$ cat src/rtl/instruction_fetch_unit.sv
// instruction_fetch_unit
//
// Producer end of the fetch->decode interface. Keeps the program counter,
// issues reads to a synchronous instruction memory and buffers the returned
// 16-bit words, each tagged with its PC, in a small prefetch FIFO. The decoder
// consumes words from the FIFO head over a valid/ready handshake. A redirect
// flushes the FIFO and restarts fetching at a new address. Words that were
// already in flight when the redirect happened are dropped when they return.
//
// Ports
//   CLOCK_50      in   1       sole clock, rising edge
//   reset         in   1       asynchronous, active-high, clears all state
//   imem_req      out  1       memory read request (registered)
//   imem_addr     out  ADDR_W  memory read address (registered)
//   imem_rdata    in   16      read data, valid the cycle after memory samples req
//   fetchoutput   out  16      instruction word at the FIFO head
//   fetch_pc      out  ADDR_W  PC of fetchoutput
//   fetch_valid   out  1       FIFO head is valid
//   decode_ready  in   1       decoder accepts; transfer = fetch_valid & decode_ready
//   redirect      in   1       one-cycle pulse: flush and restart at redirect_pc
//   redirect_pc   in   ADDR_W  restart address
//   halt          in   1       level; no new requests while high
//
// Optional build macro
//   FETCH_SLOW_CLOCK_EN : a divider counting 0..DIV_MAX gates new requests to one
//   every DIV_MAX+1 cycles. Pushes, the handshake and redirect keep the full rate.

module instruction_fetch_unit #(
  parameter int                ADDR_W   = 16,
  parameter int                DEPTH    = 4,
  parameter logic [ADDR_W-1:0] RESET_PC = '0,
  parameter int                DIV_MAX  = 217
) (
  input  logic              CLOCK_50,
  input  logic              reset,
  output logic              imem_req,
  output logic [ADDR_W-1:0] imem_addr,
  input  logic [15:0]       imem_rdata,
  output logic [15:0]       fetchoutput,
  output logic [ADDR_W-1:0] fetch_pc,
  output logic              fetch_valid,
  input  logic              decode_ready,
  input  logic              redirect,
  input  logic [ADDR_W-1:0] redirect_pc,
  input  logic              halt
);

  localparam int PW = $clog2(DEPTH);
  localparam int CW = PW + 1;

  typedef enum logic [1:0] {
    IDLE,
    RUN,
    HALTED
  } state_t;

  state_t            state;
  logic [ADDR_W-1:0] pc;
  logic              epoch;
  logic [CW-1:0]     count;
  logic [CW-1:0]     pending;
  logic [PW-1:0]     head;
  logic [PW-1:0]     tail;
  logic [15:0]       fifo_data [DEPTH];
  logic [ADDR_W-1:0] fifo_pc   [DEPTH];

  // Tracks the request the memory sampled at the last edge, so its data
  // (valid during this cycle) can be pushed at the coming edge.
  logic              resp_valid;
  logic              resp_epoch;
  logic [ADDR_W-1:0] resp_addr;

  logic              tick;
  logic [CW:0]       occupancy;
  logic              room;
  logic              issue;
  logic              push;
  logic              pop;

`ifdef FETCH_SLOW_CLOCK_EN
  localparam int DW = $clog2(DIV_MAX + 1);
  logic [DW-1:0] div_count;

  // Free-running divider; a request may only be issued when it reaches DIV_MAX.
  always_ff @(posedge CLOCK_50 or posedge reset) begin
    if (reset) begin
      div_count <= '0;
    end else if (div_count == DW'(DIV_MAX)) begin
      div_count <= '0;
    end else begin
      div_count <= div_count + DW'(1);
    end
  end

  assign tick = (div_count == DW'(DIV_MAX));
`else
  logic div_unused;
  assign div_unused = (DIV_MAX == 0);
  assign tick       = 1'b1;
`endif

  // Space is reserved for every request still in flight, so the FIFO can
  // never overflow when those responses land.
  assign occupancy = {1'b0, count} + {1'b0, pending};
  assign room      = (occupancy < (CW + 1)'(DEPTH));

  // The edge that leaves IDLE already issues the first request; this is what
  // lets the first word be valid after the third edge following reset.
  assign issue = ((state == RUN) || (state == IDLE)) && !halt && !redirect
                 && room && tick;

  // Responses from before the last redirect carry the old epoch and are dropped.
  assign push = resp_valid && (resp_epoch == epoch);
  assign pop  = fetch_valid && decode_ready;

  assign fetch_valid = (count != '0);
  assign fetchoutput = fifo_data[head];
  assign fetch_pc    = fifo_pc[head];

  // Main sequential block: control state, PC, request port, response
  // tracking and FIFO storage. Redirect overrides the FIFO update, which
  // voids any transfer happening in the same cycle.
  always_ff @(posedge CLOCK_50 or posedge reset) begin
    if (reset) begin
      state      <= IDLE;
      pc         <= RESET_PC;
      epoch      <= 1'b0;
      count      <= '0;
      pending    <= '0;
      head       <= '0;
      tail       <= '0;
      imem_req   <= 1'b0;
      imem_addr  <= RESET_PC;
      resp_valid <= 1'b0;
      resp_epoch <= 1'b0;
      resp_addr  <= '0;
      for (int i = 0; i < DEPTH; i++) begin
        fifo_data[i] <= '0;
        fifo_pc[i]   <= '0;
      end
    end else begin
      resp_valid <= imem_req;
      resp_addr  <= imem_addr;
      resp_epoch <= epoch;

      pending  <= pending + CW'(issue) - CW'(resp_valid);
      imem_req <= issue;
      if (issue) begin
        imem_addr <= pc;
        pc        <= pc + ADDR_W'(1);
      end

      if (redirect) begin
        state <= RUN;
        pc    <= redirect_pc;
        epoch <= ~epoch;
        head  <= '0;
        tail  <= '0;
        count <= '0;
      end else begin
        case (state)
          IDLE:    state <= RUN;
          RUN:     state <= halt ? HALTED : RUN;
          HALTED:  state <= halt ? HALTED : RUN;
          default: state <= IDLE;
        endcase

        if (push) begin
          fifo_data[tail] <= imem_rdata;
          fifo_pc[tail]   <= resp_addr;
          tail            <= tail + PW'(1);
        end
        if (pop) begin
          head <= head + PW'(1);
        end

        case ({push, pop})
          2'b10:   count <= count + CW'(1);
          2'b01:   count <= count - CW'(1);
          default: count <= count;
        endcase
      end
    end
  end

endmodule

$ cat config.mk
export PLATFORM = sky130hd
export DESIGN_NAME = instruction_fetch_unit
export DESIGN_NICKNAME = d
export VERILOG_FILES = /design/src/rtl/instruction_fetch_unit.sv
export SDC_FILE = /design/constraint.sdc
export NUM_CORES = 1
export LEC_CHECK = 0
export CAP_MARGIN = 20
export CORE_MARGIN = 4
export CORE_UTILIZATION = 60
export DETAILED_ROUTE_END_ITERATION = 12
export PLACE_DENSITY = 0.84
export SYNTH_ARGS = -nofsm -noshare
export SYNTH_HDL_FRONTEND = slang
export SYNTH_SLANG_ARGS = --single-unit
$ cat constraint.sdc
create_clock -name CLOCK_50 -period 10.63 [get_ports CLOCK_50]
set_input_delay 2.126 -clock CLOCK_50 [delete_from_list [all_inputs] [get_ports CLOCK_50]]
set_output_delay 2.126 -clock CLOCK_50 [all_outputs]
set_load 0.01 [all_outputs]
==> reports/summary.txt, run 1 <==
status - finished clean
leakage dissipation - 4.67 nW
GRT overflow - 0
Hold Path Origin - imem_req$_DFF_PP0_
cts bufs inserted - 17
Worst EP required - 8.50 ns
unrepaired setup endpoints after global routing - no
Vias per Instance - 5.75
fillcell total - 852
height of the chip - 126 um
Crit Reg-Reg Endpoint - pending[2]$_DFF_PP0_
Clk Latency, worst-skew pair - 0.43 ns
CTS tree - built
routability cong. - 0.792
largest net degree at the start of global routing - 105
die footprint - 15,800 um^2
Post-DP HPWL - 10,600 um
max-cap violation count - 0
critical-path maximum fanout - 20
vias in the first global route - 5,277
Core ar. - 13,400 um^2
Final Cycle Share - 45.3%
placed cells - 824
post-route minimum period - 4.82 ns
worst hold path class - reg2reg
DR vias - 4,918
worst r2r path cells - 10
DR iter-0 viols - 325
setup slack, reg-to-reg - 7.81 ns
relative slew slack - 39.9%
EDFF count, synth - 0
setup TNS - 0 ns
input/output buffers - 86
worst slew pin tran - 0.901 ns
Place WS - 5.64 ns
Top Ports - 87
Worst-path clk slew - 0.06 ns
# hold bufs at CTS - 0
Total GRT Usage - 21.6%
Final Util - 74.0%
fin cells - 856
Max Freq - 208 MHz
worst vdd ir - 0.000147 V
initial antenna violation count - 0
postcts setup bufs - 0
Detailed Route WL - 16,300 um
htree depth - 4
router iterations before antenna repair - 4
Async SR Flop Fraction - 100%
fin worst setup slack - 5.81 ns
DR DRC count - 0
Yosys Warn Count - 0
Hold Crit Depth - 0
layout cells sized above 1 - 29.6%
nets - 719
Mean Syn Cell Area - 14.2 um^2
initial core utilization - 61.9%
root buffer cell - clkbuf_16
synthesized instance count - 584
Crit Path Class - reg2out
syn_nets - 635
P&R area growth vs syn - 19.4%
die width - 126 um
Crit. End Element - primary output
average wire per standard cell - 19.0 um
CTS resizes - 0
arrival time at the worst endpoint - 2.69 ns
final setup vio count - 0
n_diodes - 0
Clock Sinks - 192
PD cells - 232 nW/um^2
Clock Path Buffers - 2
Primary FF master, synth - dfrtp_1
number of synthesized register bits - 192
synth unique cells - 43
Max Slew Vio Count - 0
Clock Skews - 0.00944 ns
WHS - 0.391 ns
worst reg2reg path startpoint - count[2]$_DFFE_PP0P_
Hold Vio Cnt, Final - 0
post-synthesis sequential area ratio - 57.9%
Core Rows - 42
Startpoint Class - flip-flop
first-pass GRT wire length - 27,000 um
Min-Delay Endpoint - resp_valid$_DFF_PP0_
synthesized area - 8300 um^2
remaining antenna violation count - 0
[layer usage]
| metal | global-route usage [%] | share of wire, % | up-vias |
|---|---|---|---|
| li1 | - | - | 2266 |
| met1 | 28.9 | 43 | 2525 |
| met2 | 35.8 | 51 | 115 |
| met3 | 5.72 | 4.5 | 12 |
| met4 | 5.36 | 0.96 | 0 |
| met5 | 0 | 0 | - |
[cell usage after synthesis (2+ instances only)]
master	number	area, um^2
clkbuf_1	8	30.0
nor3_1	3	15.0
mux2_1	10	113
a21o_1	3	22.5
inv_1	10	37.5
dfrtp_1	192	4800
fa_1	2	40.0
mux4_2	32	721
nand4_1	2	12.5
nand3_1	13	65.1
a22oi_1	3	22.5
o211ai_1	4	30.0
buf_2	18	90.1
mux2i_1	2	20.0
nor2_2	2	12.5
xnor2_1	7	61.3
mux2_2	118	1330
nand2_1	75	282
ha_1	12	150
a31oi_1	3	18.8
nor2_1	17	63.8
buf_1	2	7.51
or3_1	3	18.8
nor3_2	2	20.0
a21oi_1	7	35.0
o21ai_0	11	55.1
o311ai_0	2	17.5
a221o_1	3	30.0
xor2_1	3	26.3
nor4_1	2	12.5
[final cells by class]
class / instances / area (um^2) / share of cell area (%)
clock inverters: 10 / 111 / 1.12
flip-flops and latches: 192 / 4810 / 48.5
well taps: 176 / 220 / 2.22
multi-input cells: 351 / 3310 / 33.3
inverters: 11 / 51.3 / 0.517
repair buffers: 95 / 948 / 9.57
clock buffers: 21 / 470 / 4.75
[sequential cells by signal, summed over array words and instances, names as in the netlist]
register    cells
imem_req        1
tail            2
pc             16
fifo_data      64
epoch           1
fifo_pc        64
pending         3
state           2
count           3
imem_addr      16
resp_epoch      1
resp_valid      1
resp_addr      16
head            2
[how the worst max path moves through the flow]
| stage | start | to | slack (ns) |
|---|---|---|---|
| 6_report | head[0]$_DFFE_PP0P_ | fetch_pc[10] | 5.81 |
| 3_3_place_gp | redirect | pending[2]$_DFF_PP0_ | 5.74 |
| 5_1_grt | head[0]$_DFFE_PP0P_ | fetch_pc[10] | 5.64 |
| 2_1_floorplan | reset | count[0]$_DFFE_PP0P_ | 3.28 |
| 3_5_place_dp | redirect | pending[2]$_DFF_PP0_ | 5.64 |
| 4_1_cts | head[0]$_DFFE_PP0P_ | fetch_pc[10] | 5.73 |
[placed cells by master, fill, tap and decap left out, drive strengths merged, types with 4 or more instances in the layout]
| master | Yosys | layout |
|---|---|---|
| nor3 | 5 | 5 |
| clkinv | 1 | 7 |
| o211ai | 4 | 4 |
| inv | 10 | 9 |
| buf | 21 | 9 |
| mux2 | 128 | 128 |
| dfrtp | 192 | 192 |
| clkdlybuf4s50 | 0 | 86 |
| xnor2 | 8 | 8 |
| a21oi | 7 | 7 |
| nor2 | 19 | 19 |
| nand3 | 15 | 15 |
| mux4 | 32 | 32 |
| clkbuf | 9 | 21 |
| o21ai | 11 | 11 |
| nand2 | 75 | 75 |
| ha | 12 | 12 |
[cell families (layout without fill, tap and decap cells)]
logic type,count (synthesis),count (layout),share of synthesized area (%)
XOR/XNOR,11,11,1.25
flip-flops,192,192,57.9
buffers and inverters,41,137,2.29
AND/OR/NAND/NOR,124,124,6.80
adder cells (fa/ha/maj),14,14,2.29
multiplexers,162,162,26.3
AO/OA/AOI/OAI,40,40,3.20
[worst max-delay path, stage by stage (launching register included)]
cell and delay [ns]:
dfrtp_2 0.69, buf_4 0.47, mux4_2 0.60, clkdlybuf4s50_1 0.50
[stage by stage]
| stage | area [um^2] | power (mW) |
|---|---|---|
| 6_report | 9910 | 2.30 |
| 5_1_grt | 9910 | 2.42 |
| 4_1_cts | 9890 | 2.32 |
| 3_5_place_dp | 9300 | 1.69 |
| 3_3_place_gp | 9300 | 1.66 |
| 2_1_floorplan | 8300 | 1.38 |
[power by group]
group | internal [mW] | switching (mW)
clock | 0.362 | 0.259
sequential | 0.882 | 0.144
combinational | 0.383 | 0.265
total | 1.63 | 0.668
Power figures use the tool's default switching activity.
==> run 2: changes to the inputs <==
--- a/config.mk
+++ b/config.mk
@@ -7,9 +7,9 @@
 export LEC_CHECK = 0
 export CAP_MARGIN = 20
 export CORE_MARGIN = 4
-export CORE_UTILIZATION = 60
+export CORE_UTILIZATION = 51
 export DETAILED_ROUTE_END_ITERATION = 12
-export PLACE_DENSITY = 0.84
+export PLACE_DENSITY = 0.76
 export SYNTH_ARGS = -nofsm -noshare
 export SYNTH_HDL_FRONTEND = slang
 export SYNTH_SLANG_ARGS = --single-unit
==> constraint.sdc (replaced) <==
create_clock -name CLOCK_50 -period 3.9 [get_ports CLOCK_50]
set_input_delay 0.78 -clock CLOCK_50 [delete_from_list [all_inputs] [get_ports CLOCK_50]]
set_output_delay 0.78 -clock CLOCK_50 [all_outputs]
set_load 0.01 [all_outputs]
==> run 2 against run 1 <==
Compared with the run above:
- critical path depth unchanged
- power grew to 2.8 times the previous value
- worst hold slack improved by 0.020 ns
- sequential share of layout area is 0.60 points lower
- clock-buffer cell count is 2 higher
- global-route usage down 2.1 points
- first-iteration DRC count rose by 5.8%
- critical endpoint is now fetchoutput[13]
- largest cell class unchanged
- highest routed layer unchanged
==> reports/summary.txt, run 2 (same netlist as run 1, synthesis figures left out) <==
status - finished clean
leakage dissipation - 4.70 nW
input/output buffers - 86
Core Rows - 46
Final Power - 6.33 mW
initial antenna violation count - 0
post-route minimum period - 3.28 ns
Placement Cell Area - 9440 um^2
Seq. cell area - 4810 um^2
placed cells - 868
worst slew pin tran - 1.01 ns
htree depth - 4
CTS tree - built
largest net degree at the start of global routing - 193
initial core utilization - 52.1%
vias in the first global route - 5,428
Clock Sinks - 192
fillcell total - 1,193
# hold bufs at CTS - 0
first-pass GRT wire length - 27,700 um
Max Freq - 305 MHz
worst vdd ir - 0.000320 V
grt met3 use - 4.35%
design area - 10,000 um^2
setup TNS - 0 ns
unrepaired setup endpoints after global routing - no
average wire per standard cell - 18.6 um
relative slew slack - 32.5%
most frequent cells in the layout - dfrtp_1 (191), mux2_2 (118), clkdlybuf4s50_1 (86)
Crit. End Element - primary output
DR vias - 5,065
fin cells - 900
multi-input logic area - 3310 um^2
arrival time at the worst endpoint - 2.50 ns
Top Usage Layer GRT - met2
DR DRC count - 0
worst hold path class - reg2reg
nets - 722
router iterations before antenna repair - 4
max-cap violation count - 0
Crit Path Class - reg2out
die width - 136 um
Detailed Route WL - 16,700 um
Max Slew Vio Count - 0
met2 usage - 32.4%
GRT overflow - 0
postcts setup bufs - 0
Worst EP required - 3.12 ns
Hold Vio Cnt, Final - 0
Clk Latency, worst-skew pair - 0.43 ns
P&R area growth vs syn - 20.9%
Clock Skews - 0.00632 ns
die footprint - 18,400 um^2
routability cong. - 0.847
height of the chip - 136 um
Top Ports - 87
layout cells sized above 1 - 30.1%
PD cells - 631 nW/um^2
DR iter-0 viols - 344
Vias per Instance - 5.63
Final Cycle Share - 84.0%
Clock Path Buffers - 2
critical-path maximum fanout - 15
cts bufs inserted - 17
Top Registers - fifo_data (64), fifo_pc (64)
remaining antenna violation count - 0
Total GRT Usage - 19.5%
root buffer cell - clkbuf_16
setup slack, reg-to-reg - 1.51 ns
commonest non-fill, non-tap cell in the layout - dfrtp_1
n_diodes - 0
Core ar. - 15,900 um^2
CTS resizes - 0
Post-DP HPWL - 10,800 um
Worst-path clk slew - 0.07 ns
final setup vio count - 0
M1 GR Usage - 25.6%
Startpoint Class - flip-flop
## run 2: changes by cell type in the layout (fill, tap and decap cells not counted), sizes merged
cell,before,now
inv,9,10
buf,9,12
clkinv,7,5
clkbuf,21,23
## run 2: worst paths after layout
check                                     start                        to  depth (start not counted)
hold / removal               imem_req$_DFF_PP0_      resp_valid$_DFF_PP0_                          0
setup / recovery            head[0]$_DFFE_PP0P_           fetchoutput[13]                          3
min in group asynchronous                 reset  imem_addr[4]$_DFFE_PP0P_                          3
setup reg to reg           count[1]$_DFFE_PP0P_         pc[7]$_DFFE_PP0P_                          8
hold reg to reg              imem_req$_DFF_PP0_      resp_valid$_DFF_PP0_                          0
max in group asynchronous                 reset       head[0]$_DFFE_PP0P_                          3
## run 2: layout make-up
type                            count  area share [%]
Clock buffer                       23            4.96
Clock inverter                      9            1.03
Inverter                           11           0.499
Multi-Input combinational cell    351            33.0
Sequential cell                   192            47.9
Tap cell                          216            2.69
Timing Repair Buffer               98            9.97
## run 2: worst max-delay path, stage by stage, from the launching register on
cell and delay [ns]:
dfrtp_2 0.72, buf_4 0.31, mux4_2 0.53, clkdlybuf4s50_1 0.50
## run 2: per-layer routing
| metal | wire (um) | vias to the layer above |
|---|---|---|
| li1 | - | 2268 |
| met1 | 7400 | 2635 |
| met2 | 8310 | 142 |
| met3 | 754 | 20 |
| met4 | 247 | 0 |
| met5 | 0 | - |
## run 2: power breakdown
| group | leakage [nW] | internal (mW) | total (mW) | switching, mW |
|---|---|---|---|---|
| logic | 1.85 | 1.07 | 1.80 | 0.732 |
| registers | 2.56 | 2.40 | 2.78 | 0.379 |
| clock network | 0.295 | 1.03 | 1.75 | 0.720 |
| total | 4.70 | 4.50 | 6.33 | 1.83 |
## run 2: through the flow
step           utilization (%)  hold slack, ns  setup slack (ns)
2_1_floorplan                -           0.416             0.644
3_3_place_gp              59.2           0.394             0.875
3_5_place_dp              59.2           0.386             0.783
4_1_cts                   63.0           0.405             0.543
5_1_grt                   63.0           0.423             0.468
6_report                  63.0           0.411             0.622
